File: config.mk
export PLATFORM = sky130hd
export DESIGN_NAME = de2i_150_qsys_nios2_qsys_oci_dct_packer
export DESIGN_NICKNAME = d
export VERILOG_FILES = /design/src/rtl/de2i_150_qsys_nios2_qsys_oci_dct_packer.sv
export SDC_FILE = /design/constraint.sdc
export NUM_CORES = 1
export LEC_CHECK = 0
export CORE_ASPECT_RATIO = 0.9
export CORE_MARGIN = 1.5
export CORE_UTILIZATION = 40
export DETAILED_ROUTE_END_ITERATION = 7
export GPL_TIMING_DRIVEN = 0
export PLACE_DENSITY = 0.66
export SYNTH_ARGS = -nofsm -noshare
export SYNTH_HDL_FRONTEND = slang
export SYNTH_SLANG_ARGS = --single-unit
File: constraint.sdc
create_clock -name clk -period 7.9 [get_ports clk]
set_clock_uncertainty 0.15 [all_clocks]
set_input_delay 1.975 -clock clk [delete_from_list [all_inputs] [get_ports clk]]
set_output_delay 1.975 -clock clk [all_outputs]
set_load 0.005 [all_outputs]
File: src/rtl/de2i_150_qsys_nios2_qsys_oci_dct_packer.sv
// OCI DCT trace packer: collects 2-bit branch codes into a 30-bit buffer
// and launches full/partial trace frames; handles the end-of-test drain.
module de2i_150_qsys_nios2_qsys_oci_dct_packer #(
  parameter int unsigned MAX_ENTRIES = 15
) (
  input  logic        clk,
  input  logic        reset_n,
  input  logic        trace_enable,
  input  logic        dct_in_valid,
  input  logic [1:0]  dct_in_code,
  input  logic        flush_req,
  input  logic        test_ending,
  input  logic        frame_ready,
  output logic        frame_valid,
  output logic [35:0] frame_data,
  output logic [29:0] dct_buffer,
  output logic [3:0]  dct_count,
  output logic        overflow,
  input  logic        overflow_clr,
  output logic [7:0]  drop_count,
  output logic        test_has_ended
);

  typedef enum logic [1:0] {
    RUN,
    ENDING,
    ENDED
  } state_e;

  localparam logic [3:0] MAXC = 4'(MAX_ENTRIES);

  state_e      state_q, state_d;
  logic [29:0] dbuf_q, dbuf_d;
  logic [3:0]  cnt_q, cnt_d;
  logic        fvalid_q, fvalid_d;
  logic [35:0] fdata_q, fdata_d;
  logic        flush_q, flush_d;
  logic        ovf_q, ovf_d;
  logic [7:0]  drop_q, drop_d;

  logic        frame_free, full, flush_want;
  logic        launch, accept, drop;
  logic [3:0]  base_cnt;

  always_comb begin
    frame_free = !fvalid_q | frame_ready;
    full       = cnt_q == MAXC;
    flush_want = flush_q | (state_q == ENDING);
    launch     = frame_free &
                 (full | (flush_want & (cnt_q != 4'd0)));
    // the code sampled with test_ending is already past the cut-off
    accept     = dct_in_valid & trace_enable &
                 (state_q == RUN) & !test_ending;

    dbuf_d   = launch ? 30'd0 : dbuf_q;
    base_cnt = launch ? 4'd0 : cnt_q;
    cnt_d    = base_cnt;
    drop     = accept & (base_cnt == MAXC);
    if (accept && !drop) begin
      for (int i = 0; i < 15; i++) begin
        if (base_cnt == 4'(i)) dbuf_d[2*i +: 2] = dct_in_code;
      end
      cnt_d = base_cnt + 4'd1;
    end

    fvalid_d = fvalid_q;
    fdata_d  = fdata_q;
    if (launch) begin
      fvalid_d = 1'b1;
      fdata_d  = {full ? 2'b01 : 2'b10, cnt_q, dbuf_q};
    end else if (frame_ready) begin
      fvalid_d = 1'b0;
    end

    flush_d = flush_req |
              (flush_q & !launch & (cnt_q != 4'd0));

    ovf_d = drop ? 1'b1 : (overflow_clr ? 1'b0 : ovf_q);
    drop_d = (drop && drop_q != 8'hFF) ? drop_q + 8'd1 : drop_q;

    state_d = state_q;
    case (state_q)
      RUN:     if (test_ending) state_d = ENDING;
      ENDING:  if (cnt_q == 4'd0 && !fvalid_q && !flush_q)
                 state_d = ENDED;
      ENDED:   state_d = ENDED;
      default: state_d = RUN;
    endcase
  end

  always_ff @(posedge clk or negedge reset_n) begin
    if (!reset_n) begin
      state_q  <= RUN;
      dbuf_q   <= '0;
      cnt_q    <= '0;
      fvalid_q <= 1'b0;
      fdata_q  <= '0;
      flush_q  <= 1'b0;
      ovf_q    <= 1'b0;
      drop_q   <= '0;
    end else begin
      state_q  <= state_d;
      dbuf_q   <= dbuf_d;
      cnt_q    <= cnt_d;
      fvalid_q <= fvalid_d;
      fdata_q  <= fdata_d;
      flush_q  <= flush_d;
      ovf_q    <= ovf_d;
      drop_q   <= drop_d;
    end
  end

  assign frame_valid    = fvalid_q;
  assign frame_data     = fdata_q;
  assign dct_buffer     = dbuf_q;
  assign dct_count      = cnt_q;
  assign overflow       = ovf_q;
  assign drop_count     = drop_q;
  assign test_has_ended = state_q == ENDED;

endmodule

==> flow_metrics.tcl, run 1 <==
set metrics [dict create \
    portBuffers 90 \
    ys_types 43 \
    die_y_um 97.5 \
    dp_hpwl_um 6410 \
    p_sw_uw 258 \
    status "finished, final reports clean" \
    max-slew-margin-rel_pct 60.1 \
    dieArea_um2 10500 \
    start_kind "primary input" \
    antenna_found_initial 0 \
    routed_wl_um 8930 \
    nets 442 \
    grt_setup_unrepaired "no" \
    hold-path-endpoint "frame_data[34]" \
    max_stage_delay_ns 0.40 \
    synthAdderAreaFrac_pct 2.83 \
    synthMuxAreaShare_pct 13.5 \
    synth_compound_area_share_pct 17.8 \
    start_util_pct 41.1 \
    hold_viol 0 \
    worstPathCellList "clkdlybuf4s50_1, nor2b_1, buf_2, clkbuf_1, o21ai_0, inv_1, ha_1, clkbuf_1, o2111ai_2, nor2_2, mux2_2" \
    synth-xor-area-share_pct 0.882 \
    wl_per_cell_um 16.1 \
    worst_pin_slew_ns 0.598 \
    die_w_um 108 \
    grt_max_degree 64 \
    r2r_start "frame_valid" \
    crit_required_ns 8.00 \
    ioPinCount 91 \
    r2r_setup_slack_ns 4.65 \
    grt_pass1_vias 2918 \
    r2r_cells 10 \
    drc 0 \
    pwr-share-clk_pct 33.2 \
    hold_class "flop to flop" \
    post-cts-setup-buffers 0 \
    seq_power_share_pct 48.6 \
    drt_iter0_markers 64 \
    synth_enable_flop_cells 0 \
    p_comb_share_pct 18.1 \
    dp_cells 538 \
    yosys_warnings 0 \
    yosysSeqAreaShare_pct 52.3 \
    synth_nets 340 \
    drive_gt1_share_pct 20.1 \
    clock_path_buffers 2 \
    regToRegEndpoint "drop_count[1]" \
    swShare_pct 26.9 \
    root_buffer "clkbuf_8" \
    drv_slew 0 \
    setup_tns_ns 0 \
    fin_util_pct 54.5 \
    cts_hold_buf 0 \
    grt_pass1_wl_um 14900 \
    cap_violations 0 \
    clock_sink_count 83 \
    layoutNonFillerInstCount 554 \
    ant_nets 0 \
    cts_tree "built" \
    grt_util_all_layers_pct 18.0 \
    worst-path-max-fanout 10 \
    async_flop_share_pct 100 \
    clk_pin_slew_ns 0.08 \
    path_class "primary input to flop" \
    slowest_stage "clkdlybuf4s50_1" \
    synth-simple-area-share_pct 7.59 \
    gp_congestion 0.820 \
    syn2layout_area_growth_pct 32.5 \
    fin_crit_sh_pct 61.2 \
    firstDrtPassIters 4 \
    cellLeakagePower_uw 0.00245 \
    endpoint_kind "flop" \
    fmax_mhz 207 \
    diodes 0 \
    ir_worst_vdd_mv 0.156 \
    globalRouteOverflowTotal 0 \
    ys_ff_latch 83 \
    cts_max_level 3 \
    synth_top_family_by_area "compound AO/OA/AOI/OAI gates" \
    core_um2 9660 \
    hold_start "frame_data[34]" \
    syn_area_um2 3970 \
    worst_path_most_repeated_cell "clkbuf_1" \
    cts-buffers-inserted 9 \
    setup_viol 0 \
    viasPerCell 5.25 \
    worstSkewPairLatency_ns 0.36 \
    arrival_ns 4.93 \
    synth_cells 321 \
    n_fill_cell 879 \
    p_per_area_nw_per_um2 182 \
    num_rows 34 \
    min_delay_path_depth 1 \
    cts_resized 0 \
    num_vias 2911 \
    internal_power_uw 702 \
    min_period_ns 4.83 \
    whs_ns 0.345 \
    synth-main-ff-cell "dfrtp_1" \
    avgSynthCellArea_um2 12.4 \
]
worst max-delay path: cells and delay by family:
kind	cells	cell delay [ns]
buf+inv	5	1.51
simple gates	2	0.36
fa+ha+maj	1	0.15
compound gates	2	0.58
mux	1	0.35
routing by layer:
metal	global-route usage, %	part of all wire [%]	vias to the layer above
met5	0	0	-
met4	6.48	1.3	0
li1	-	-	1380
met1	24.3	47	1435
met3	4.36	5.9	12
met2	27.9	46	84
how the worst max path moves through the flow:
| stage | from | to |
|---|---|---|
| 2_1_floorplan | frame_ready | drop_count[1] |
| 3_5_place_dp | frame_ready | drop_count[1] |
| 3_3_place_gp | reset_n | frame_data[34] |
| 6_report | frame_ready | drop_count[1] |
| 5_1_grt | frame_ready | drop_count[1] |
| 4_1_cts | frame_ready | drop_count[1] |
cell usage after synthesis, types with 5 or more instances:
| cell type | instances | area (um2) |
|---|---|---|
| clkbuf_1 | 9 | 33.8 |
| a21oi_1 | 8 | 40.0 |
| o2111a_1 | 8 | 90.1 |
| o21ai_0 | 30 | 150 |
| buf_2 | 7 | 35.0 |
| nor2_1 | 13 | 48.8 |
| nand3_1 | 5 | 25.0 |
| dfrtp_1 | 83 | 2080 |
| o2bb2ai_1 | 16 | 140 |
| mux2_4 | 29 | 435 |
| a31o_2 | 9 | 78.8 |
| nand2_1 | 21 | 78.8 |
| ha_1 | 9 | 113 |
| inv_1 | 9 | 33.8 |
| mux2_2 | 8 | 90.1 |
metrics by stage:
stage / setup slack (ns) / total power [uW] / instance area, um2
floorplan: 3.65 / 569 / 3970
global placement: 1.77 / 647 / 5030
detailed placement: 2.75 / 652 / 5060
CTS: 3.14 / 974 / 5270
global route: 2.86 / 1010 / 5270
finish: 3.07 / 961 / 5270
sequential cells by signal, summed over array words and instances, names as in the netlist:
signal and cells:
flush_q 1, drop_count 8, dct_count 4, frame_valid 1
overflow 1, dct_buffer 30, frame_data 36, state_q 2
cell type report:
class / count / area (um2) / area share [%]
Inverter: 9 / 33.8 / 0.642
Sequential cell: 83 / 2080 / 39.4
Clock buffer: 10 / 138 / 2.61
Timing Repair Buffer: 91 / 926 / 17.6
Multi-Input combinational cell: 206 / 1690 / 32.1
Clock inverter: 6 / 71.3 / 1.35
Buffer: 23 / 170 / 3.23
Tap cell: 126 / 158 / 2.99
cell usage in the layout (no fill, tap or decap), drive strengths merged, types with 2 or more instances in the layout:
cell type / count
a31o: 9
inv: 11
xor2: 4
and4b: 4
nand3: 5
a21oi: 8
o21bai: 4
ha: 9
o211ai: 4
o211a: 4
a21o: 2
nand2: 21
o31ai: 2
clkinvlp: 2
buf: 16
nor3: 3
or2: 2
nand4: 3
mux2: 38
nor2: 14
o2111a: 9
clkdlybuf4s50: 89
nor2b: 3
dfrtp: 83
a31oi: 2
o21ai: 31
o2bb2ai: 16
clkbuf: 19
cells by family (layout without fill, tap and decap cells):
family,after synthesis,count (layout)
buffers and inverters,32,139
DFF,83,83
and+or+nand+nor,60,60
muxes,38,38
adders and majority gates,9,9
AOI/OAI and AO/OA,95,95
xor gates and xnor gates,4,4
power by group through the flow:
stage / registers, uW / clock network [uW] / logic, uW
2_1_floorplan: 474 / 0 / 95.0
3_3_place_gp: 475 / 0 / 172
3_5_place_dp: 475 / 0 / 176
4_1_cts: 468 / 329 / 177
5_1_grt: 472 / 347 / 195
6_report: 467 / 319 / 174
Note: power is estimated with default switching activity, not from simulation.
==> run 2: changes to the inputs <==
clock period = 4.8 ns   (was 7.9 ns; I/O delays follow)
==> results of run 2 <==
Same layout as run 1 (identical final DEF). Status: finished, final reports clean.
Main changes from that run: setup slack after placement 2.75 ns -> 0.426 ns; setup slack after layout 3.07 ns -> 0.744 ns; register-to-register setup slack 4.65 ns -> 1.55 ns; total power 961 uW -> 1580 uW; worst IR drop on VDD 0.156 mV -> 0.256 mV
